--- src/rtl/midi_status_decoder_if.sv ---
// Byte-in / decoded-flags-out bundle between the MIDI UART receiver, the decoder and the note stack.
interface midi_status_decoder_if;
    logic [7:0] rx_data;
    logic       rx_valid;
    logic       byteready;
    logic [7:0] databyte;
    logic       is_st_note_on;
    logic       is_st_note_off;
    logic       is_st_ctrl;
    logic       is_st_sysex;
    logic       is_data_byte;
    logic       is_velocity;
    logic [3:0] midi_ch;
    logic       rx_overrun;

    modport master (
        output rx_data, rx_valid,
        input  byteready, databyte, is_st_note_on, is_st_note_off, is_st_ctrl, is_st_sysex,
        input  is_data_byte, is_velocity, midi_ch, rx_overrun
    );

    modport slave (
        input  rx_data, rx_valid,
        output byteready, databyte, is_st_note_on, is_st_note_off, is_st_ctrl, is_st_sysex,
        output is_data_byte, is_velocity, midi_ch, rx_overrun
    );
endinterface

--- src/rtl/midi_status_decoder.sv ---
// MIDI byte decoder: running status, sysex framing and data-byte position tracking,
// forwarding each data byte as a fixed-width byteready pulse with stable qualifier flags.
module midi_status_decoder #(
    parameter int unsigned BR_CYCLES = 4
) (
    input logic                 CLOCK_25,
    input logic                 reset_reg_N,
    midi_status_decoder_if.slave bus
);

    typedef enum logic [1:0] {StIdle, StStrobe, StGap} state_e;

    localparam logic [7:0] CntLoad = 8'(BR_CYCLES - 1);

    state_e     state_q, state_d;
    logic [7:0] cnt_q, cnt_d;

    logic [7:0] pend_q, pend_d;
    logic       pend_vld_q, pend_vld_d;
    logic       ovr_q, ovr_d;

    logic       rs_vld_q, rs_vld_d;
    logic       need2_q, need2_d;
    logic       dcnt_q, dcnt_d;
    logic [7:0] db_q, db_d;
    logic       on_q, on_d, off_q, off_d, ctrl_q, ctrl_d, sysex_q, sysex_d;
    logic       dat_q, dat_d, vel_q, vel_d;
    logic [3:0] ch_q, ch_d;

    logic consume;
    logic fwd;

    assign consume = (state_q == StIdle) && pend_vld_q;

    // State register
    always_ff @(posedge CLOCK_25 or negedge reset_reg_N) begin
        if (!reset_reg_N) begin
            state_q <= StIdle;
            cnt_q   <= '0;
        end else begin
            state_q <= state_d;
            cnt_q   <= cnt_d;
        end
    end

    // Next-state logic
    always_comb begin
        state_d = state_q;
        cnt_d   = cnt_q;
        unique case (state_q)
            StIdle: begin
                if (fwd) begin
                    state_d = StStrobe;
                    cnt_d   = CntLoad;
                end
            end
            StStrobe: begin
                if (cnt_q == 8'd0) state_d = StGap;
                else               cnt_d   = cnt_q - 8'd1;
            end
            StGap:   state_d = StIdle;
            default: state_d = StIdle;
        endcase
    end

    // Output logic
    always_comb begin
        bus.byteready      = (state_q == StStrobe);
        bus.databyte       = db_q;
        bus.is_st_note_on  = on_q;
        bus.is_st_note_off = off_q;
        bus.is_st_ctrl     = ctrl_q;
        bus.is_st_sysex    = sysex_q;
        bus.is_data_byte   = dat_q;
        bus.is_velocity    = vel_q;
        bus.midi_ch        = ch_q;
        bus.rx_overrun     = ovr_q;
    end

    // A byte offered in the same cycle the pending slot drains is taken, not dropped.
    always_comb begin
        pend_d     = pend_q;
        pend_vld_d = pend_vld_q;
        ovr_d      = ovr_q;
        if (consume) pend_vld_d = 1'b0;
        if (bus.rx_valid) begin
            if (!pend_vld_q || consume) begin
                pend_d     = bus.rx_data;
                pend_vld_d = 1'b1;
            end else begin
                ovr_d = 1'b1;
            end
        end
    end

    // Byte classification; only runs in IDLE, so flags never move while byteready is high.
    always_comb begin
        fwd      = 1'b0;
        rs_vld_d = rs_vld_q;
        need2_d  = need2_q;
        dcnt_d   = dcnt_q;
        db_d     = db_q;
        on_d     = on_q;
        off_d    = off_q;
        ctrl_d   = ctrl_q;
        sysex_d  = sysex_q;
        dat_d    = dat_q;
        vel_d    = vel_q;
        ch_d     = ch_q;
        if (consume) begin
            if (pend_q[7] && (pend_q[7:4] != 4'hF)) begin
                rs_vld_d = 1'b1;
                ch_d     = pend_q[3:0];
                on_d     = (pend_q[7:4] == 4'h9);
                off_d    = (pend_q[7:4] == 4'h8);
                ctrl_d   = (pend_q[7:4] == 4'hB);
                need2_d  = !((pend_q[7:4] == 4'hC) || (pend_q[7:4] == 4'hD));
                dcnt_d   = 1'b0;
                dat_d    = 1'b0;
                vel_d    = 1'b0;
                sysex_d  = 1'b0;
            end else if (pend_q == 8'hF0) begin
                rs_vld_d = 1'b0;
                ch_d     = 4'h0;
                on_d     = 1'b0;
                off_d    = 1'b0;
                ctrl_d   = 1'b0;
                sysex_d  = 1'b1;
            end else if (pend_q == 8'hF7) begin
                sysex_d = 1'b0;
            end else if (pend_q[7] && (pend_q < 8'hF8)) begin
                rs_vld_d = 1'b0;
                ch_d     = 4'h0;
                on_d     = 1'b0;
                off_d    = 1'b0;
                ctrl_d   = 1'b0;
                sysex_d  = 1'b0;
                dat_d    = 1'b0;
                vel_d    = 1'b0;
                dcnt_d   = 1'b0;
            end else if (!pend_q[7]) begin
                if (sysex_q) begin
                    fwd   = 1'b1;
                    db_d  = pend_q;
                    dat_d = 1'b0;
                    vel_d = 1'b0;
                end else if (rs_vld_q) begin
                    fwd  = 1'b1;
                    db_d = pend_q;
                    if (!dcnt_q) begin
                        dat_d  = 1'b1;
                        vel_d  = 1'b0;
                        dcnt_d = need2_q;
                    end else begin
                        dat_d  = 1'b0;
                        vel_d  = 1'b1;
                        dcnt_d = 1'b0;
                    end
                end
            end
        end
    end

    always_ff @(posedge CLOCK_25 or negedge reset_reg_N) begin
        if (!reset_reg_N) begin
            pend_q     <= '0;
            pend_vld_q <= 1'b0;
            ovr_q      <= 1'b0;
            rs_vld_q   <= 1'b0;
            need2_q    <= 1'b0;
            dcnt_q     <= 1'b0;
            db_q       <= '0;
            on_q       <= 1'b0;
            off_q      <= 1'b0;
            ctrl_q     <= 1'b0;
            sysex_q    <= 1'b0;
            dat_q      <= 1'b0;
            vel_q      <= 1'b0;
            ch_q       <= '0;
        end else begin
            pend_q     <= pend_d;
            pend_vld_q <= pend_vld_d;
            ovr_q      <= ovr_d;
            rs_vld_q   <= rs_vld_d;
            need2_q    <= need2_d;
            dcnt_q     <= dcnt_d;
            db_q       <= db_d;
            on_q       <= on_d;
            off_q      <= off_d;
            ctrl_q     <= ctrl_d;
            sysex_q    <= sysex_d;
            dat_q      <= dat_d;
            vel_q      <= vel_d;
            ch_q       <= ch_d;
        end
    end

endmodule

--- src/flat_wrapper.sv ---
// flat-port wrapper written by rule: the top's interface ports become plain ports
module midi_status_decoder_flat 
#(
    parameter int unsigned BR_CYCLES = 4
)
  (CLOCK_25, reset_reg_N, bus_rx_data, bus_rx_valid, bus_byteready, bus_databyte, bus_is_st_note_on, bus_is_st_note_off, bus_is_st_ctrl, bus_is_st_sysex, bus_is_data_byte, bus_is_velocity, bus_midi_ch, bus_rx_overrun);
  midi_status_decoder_if bus_i ();
  input logic CLOCK_25;
  input logic reset_reg_N;
  input wire logic [$bits(bus_i.rx_data)-1:0] bus_rx_data;
  input wire logic [$bits(bus_i.rx_valid)-1:0] bus_rx_valid;
  output wire logic [$bits(bus_i.byteready)-1:0] bus_byteready;
  output wire logic [$bits(bus_i.databyte)-1:0] bus_databyte;
  output wire logic [$bits(bus_i.is_st_note_on)-1:0] bus_is_st_note_on;
  output wire logic [$bits(bus_i.is_st_note_off)-1:0] bus_is_st_note_off;
  output wire logic [$bits(bus_i.is_st_ctrl)-1:0] bus_is_st_ctrl;
  output wire logic [$bits(bus_i.is_st_sysex)-1:0] bus_is_st_sysex;
  output wire logic [$bits(bus_i.is_data_byte)-1:0] bus_is_data_byte;
  output wire logic [$bits(bus_i.is_velocity)-1:0] bus_is_velocity;
  output wire logic [$bits(bus_i.midi_ch)-1:0] bus_midi_ch;
  output wire logic [$bits(bus_i.rx_overrun)-1:0] bus_rx_overrun;
  assign bus_i.rx_data = bus_rx_data;
  assign bus_i.rx_valid = bus_rx_valid;
  assign bus_byteready = bus_i.byteready;
  assign bus_databyte = bus_i.databyte;
  assign bus_is_st_note_on = bus_i.is_st_note_on;
  assign bus_is_st_note_off = bus_i.is_st_note_off;
  assign bus_is_st_ctrl = bus_i.is_st_ctrl;
  assign bus_is_st_sysex = bus_i.is_st_sysex;
  assign bus_is_data_byte = bus_i.is_data_byte;
  assign bus_is_velocity = bus_i.is_velocity;
  assign bus_midi_ch = bus_i.midi_ch;
  assign bus_rx_overrun = bus_i.rx_overrun;
  midi_status_decoder #(.BR_CYCLES(BR_CYCLES)) u_core (.CLOCK_25(CLOCK_25), .reset_reg_N(reset_reg_N), .bus(bus_i));
endmodule
--- config.mk ---
export PLATFORM = sky130hd
export DESIGN_NAME = midi_status_decoder_flat
export DESIGN_NICKNAME = d
export VERILOG_FILES = /design/src/rtl/midi_status_decoder_if.sv /design/src/rtl/midi_status_decoder.sv /design/src/flat_wrapper.sv
export SDC_FILE = /design/constraint.sdc
export NUM_CORES = 1
export LEC_CHECK = 0
export BUFFER_PORTS_ARGS = -buffer_cell sky130_fd_sc_hd__buf_4
export CORE_MARGIN = 2
export CORE_UTILIZATION = 45
export CTS_CLUSTER_SIZE = 24
export DETAILED_ROUTE_END_ITERATION = 6
export MAX_ROUTING_LAYER = met4
export PLACE_DENSITY = 0.69
export SYNTH_ARGS = -nofsm -noshare
export SYNTH_HDL_FRONTEND = slang
export SYNTH_SLANG_ARGS = --single-unit
--- constraint.sdc ---
create_clock -name CLOCK_25 -period 1.85 [get_ports CLOCK_25]
set_clock_uncertainty 0.05 [all_clocks]
set_input_delay 0.2775 -clock CLOCK_25 [delete_from_list [all_inputs] [get_ports CLOCK_25]]
set_output_delay 0.2775 -clock CLOCK_25 [all_outputs]
set_load 0.02 [all_outputs]
### Word-level counts from Yosys, hierarchy flattened

Index checks and enable logic that the tools add are counted.

| cells by class | value |
|---|---|
| reduce and logical (&&, ||, !) cells | 25 |
| equal/unequal tests | 17 |
| $add $sub $neg | 1 |
| bitwise gates (word level) | 6 |
| multiplexer cells | 57 |
| $lt $le $gt $ge | 1 |

Operator list:

| cell | count |
|---|---|
| 2-to-1 mux 1 bit | 45 |
| 2-to-1 mux 8 bit | 4 |
| == test 4 bit, second input constant | 5 |
| == test 8 bit, second input constant | 2 |
| 2-to-1 mux 4 bit | 4 |
| one-hot mux 8 bit (2 select lines) | 1 |
| AND reduction 2 bit | 5 |
| zero test 8 bit | 1 |
| less-than comparator 8 bit, second input constant | 1 |
| inequality test 2 x 1 -> 1 bit, second input constant | 4 |
| nonzero test 4 bit | 2 |
| subtractor 8 x 1 -> 8 bit, second input constant | 1 |
| AND reduction 7 bit | 1 |
| inequality test 3 bit, second input constant | 2 |
| inverter 1 bit | 6 |
| AND reduction 3 bit | 2 |
| AND reduction 6 bit | 1 |
| nonzero test 3 bit | 2 |
| AND reduction 5 bit | 1 |
| 2-to-1 mux 2 bit | 2 |
| inequality test 4 bit, second input constant | 1 |
| one-hot mux 2 bit (2 select lines) | 1 |
| nonzero test 2 bit | 2 |
| logical AND 1 bit | 3 |
| other kinds (6) | 8 |

| storage, ports and cells | value |
|---|---|
| word-level logic and storage cells | 123 |
| output and inout bits | 20 |
| register bits | 41 |
| bits of input ports | 11 |

### Logic depth before layout (Yosys ltp)

| depth | value |
|---|---|
| word-level depth | 10 |
| gate-level depth with buffers | 6 |
| gate-level depth less buffers | 6 |

### Worst setup path after synthesis

No wires, ideal clock.

| path | value |
|---|---|
| kind | reg2reg |
| start | register u_core.state_q[0] |
| end | register u_core.db_q[3], in the netlist u_core.bus.databyte[3] |
| period minus slack after synthesis | 1.815 ns |
| stages on the path, launching flop included | 5 |
| slack | 0.035 ns |
| setup time | 0.125 ns |
| path buffers | 1 |
| arrival time | 1.639 ns |
| required time | 1.675 ns |
| cells stage by stage | dfrtp_1 > or3b_4 > a211oi_4 > buf_6 > mux2_4 |

| on the way | value |
|---|---|
| word-level cells in the longest chain between the ends | 3 |

RTL lines:

| item | line | source |
|---|---|---|
| start: declaration | midi_status_decoder.sv:15 | `state_e state_q, state_d;` |
| start signal: assignment | midi_status_decoder.sv:38 | `state_q <= StIdle;` |
| start signal: assignment | midi_status_decoder.sv:41 | `state_q <= state_d;` |
| zero test 2 bit | midi_status_decoder.sv:33 | `assign consume = (state_q == StIdle) && pend_vld_q;` |
| logical AND 1 bit | midi_status_decoder.sv:33 |  |
| AND reduction 7 bit (no line) | n/a |  |
| end signal: assignment | midi_status_decoder.sv:172 | `db_q <= '0;` |
| end signal: assignment | midi_status_decoder.sv:187 | `db_q <= db_d;` |
| end: declaration | midi_status_decoder.sv:25 | `logic [7:0] db_q, db_d;` |

Every way passes these cells.
A chain may end at the register's enable or synchronous reset.

### Final worst setup path

| path | value |
|---|---|
| start | register u_core.state_q[1] |
| end | register u_core.db_q[4], in the netlist u_core.bus.databyte[4] |

Same word-level chain as after synthesis.

==> results.sh <==
export IMPL_status="finished, final reports clean"
export IMPL_antenna_found_initial=0
export IMPL_rsz0062_at_grt="no"
export IMPL_synthToLayoutAreaGrowth_pct=24.8
export IMPL_tns_ns=0
export IMPL_rows=23
export IMPL_clockBufferDepth=2
export IMPL_vias_per_cell=5.46
export IMPL_ys_flop_type="dfrtp_1"
export IMPL_avgSynthCellArea_um2=11.5
export IMPL_yosys_area_top_type="dfrtp_1"
export IMPL_final_max_slew_violation_count=0
export IMPL_antennaDiodeCount=0
export IMPL_grt_pass1_wl_um=6090
export IMPL_cts_tree="done"
export IMPL_start_kind="flip-flop"
export IMPL_path_clk_slew_ns=0.08
export IMPL_setup_viol=0
export IMPL_antenna_left=0
export IMPL_gp_congestion=0.783
export IMPL_start_util_pct=46.2
export IMPL_wl_per_cell_um=14.8
export IMPL_crit_required_ns=1.97
export IMPL_cts_inserted_buffers=5
export IMPL_cts_sink_count=40
export IMPL_cap_violations=0
export IMPL_irDropWorstVdd_mv=0.922
export IMPL_synth_area_leaders="dfrtp_1 (55%), mux2_2 (8.6%), a21oi_1 (2.7%)"
export IMPL_insertion_delay_ns=0.28
export IMPL_ys_ff_latch=40
export IMPL_crit_type="reg -> reg"
export IMPL_synth_top_area_share_pct=54.6
export IMPL_async_flop_share_pct=100
export IMPL_place_hpwl_um=2600
export IMPL_die_w_um=67.8
export IMPL_io_buffers=29
export IMPL_grt_pass1_vias=1302
export IMPL_synth_nets=172
export IMPL_p_per_area_nw_per_um2=1850
export IMPL_grt_max_degree=41
export IMPL_power_total_uw=4230
export IMPL_min_period_over_period_pct=96.5
export IMPL_syn_area_um2=1830
export IMPL_crit_path_end_kind="flip-flop"
export IMPL_ff2ff_setup_slack_ns=0.07
export IMPL_yosysUniqueCellTypes=38
export IMPL_synthTopCellsByCount="dfrtp_1 (40), mux2_2 (14), inv_1 (11), a21oi_1 (10), nand2_1 (10)"
export IMPL_critPathArrivalTime_ns=1.90
export IMPL_boundaryPins=31
export IMPL_finalCriticalPeriod_ns=1.78
export IMPL_fin_nets=211
export IMPL_vias=1360
export IMPL_yosys_warnings=0
export IMPL_leakage_uw=0.00104
export IMPL_synth_edf_count=0
export IMPL_gr_total_overflow=0
export IMPL_finalHoldViolCount=0
export IMPL_drive_gt1_share_pct=34.2
export IMPL_drc_errors=0
export IMPL_crit_fanout=16
export IMPL_die_h_um=67.8
export IMPL_num_fill_cells=339
export IMPL_ctsRootBufferMaster="clkbuf_8"
export IMPL_firstDrtPassIters=4
export IMPL_drt_iter0_markers=79
export IMPL_die_area_um2=4600
export IMPL_cts_htree_levels=2
export IMPL_core_um2=3970
export IMPL_track_usage_pct=18.6
export IMPL_max_freq_mhz=560
export IMPL_min_path_type="in -> reg"
export IMPL_routed_wl_um=3680
export IMPL_synthCells=159
export IMPL_yosysMostFrequentCell="dfrtp_1"
export IMPL_yosysSeqAreaShare_pct=54.6
export IMPL_cts_resized_gates=0
report_power, final:
group          internal (uW)  switching, uW  total, uW
Clock                    476            289        765
Combinational            888            917       1800
Sequential              1250            404       1660
what timing repair did:
| item | 4_1_cts | 5_1_grt |
|---|---|---|
| setup buffers | 0 | 0 |
| hold buffers | 1 | 0 |
| endpoints found under the hold margin | 40 | 0 |
metrics by stage:
| stage | hold WS, ns | setup WS (ns) | util, % | instances | area (um2) |
|---|---|---|---|---|---|
| after CTS | 0.158 | 0.0644 | 57.6 | 249 | 2290 |
| after global routing | 0.163 | 0.0248 | 57.6 | 249 | 2290 |
| final | 0.160 | 0.0652 | 57.6 | 249 | 2290 |
| after floorplan | -0.0681 | 0.0354 | - | 159 | 1830 |
| after detailed placement | 0.232 | 0.0888 | 54.2 | 240 | 2150 |
| after global placement | 0.221 | 0.109 | 54.2 | 240 | 2150 |
logic make-up (layout without fill, tap and decap cells):
group | count (synthesis) | in the layout | share of synthesized area, %
other | 1 | 1 | 0.204
AO/OA/AOI/OAI | 38 | 38 | 14.2
adder cells (fa/ha/maj) | 2 | 2 | 1.36
XOR/XNOR | 2 | 2 | 0.955
multiplexers | 15 | 15 | 9.41
flip-flops | 40 | 40 | 54.6
AND/OR/NAND/NOR | 44 | 44 | 15.1
buffers and inverters | 17 | 57 | 4.16
flip-flops by register name, summed over array words and instances, names as in the netlist, 2 cells and up:
name,cells
u_core.bus.databyte,7
u_core.bus.midi_ch,4
u_core.cnt_q,8
u_core.state_q,2
u_core.pend_q,8
critical path: stages, from the launching register on:
cell and delay [ns]:
dfrtp_1 0.41, or3b_4 0.43, a211oi_4 0.26, buf_12 0.18
mux2_2 0.33
path summary, 6_finish.rpt:
kind,from,to,cells past startpoint
max,u_core.state_q[1],u_core.bus.databyte[4],4
min,bus_rx_valid,u_core.pend_vld_q,3
max reg2reg,u_core.state_q[1],u_core.bus.databyte[4],4
min reg2reg,u_core.bus.is_st_note_on,u_core.bus.is_st_note_on,2
max in group asynchronous,reset_reg_N,u_core.bus.midi_ch[0],2
min in group asynchronous,reset_reg_N,u_core.bus.is_st_note_off,2
final cells by class:
cell class	instances	area, um2	area share (%)
flip-flops and latches	40	1000	43.7
multi-input cells	102	757	33.1
repair buffers	38	300	13.1
clock buffers	7	96.3	4.21
well taps	50	62.6	2.73
inverters	11	41.3	1.80
clock inverters	1	30.0	1.31
routing by layer:
layer	track usage [%]	wire length [um]	part of all wire, %
met1	23.9	1670	45
met2	28.8	1790	49
met3	4.11	172	4.7
met4	7.25	51	1.4
met5	-	0	0
cell usage in the layout (no fill, tap or decap), types with 2 or more instances in the layout:
cell type	netlist	final
ha_1	2	2
clkbuf_8	0	7
o31ai_1	4	4
o21bai_1	2	2
buf_4	1	36
nor3_1	4	4
o21ai_0	6	6
nand2b_1	2	2
a22o_1	5	5
or2_2	2	2
mux2_2	14	14
dfrtp_1	40	40
o22ai_1	3	3
o41ai_1	2	2
or3_1	2	2
a21oi_1	10	10
xnor2_1	2	2
inv_1	11	11
a31oi_1	2	2
nor4b_4	2	2
a21o_1	2	2
nand2_1	10	10
nand3_1	4	4
nand4_1	2	2
nor2_1	9	9
No activity file was read; power rests on OpenSTA's default activity.
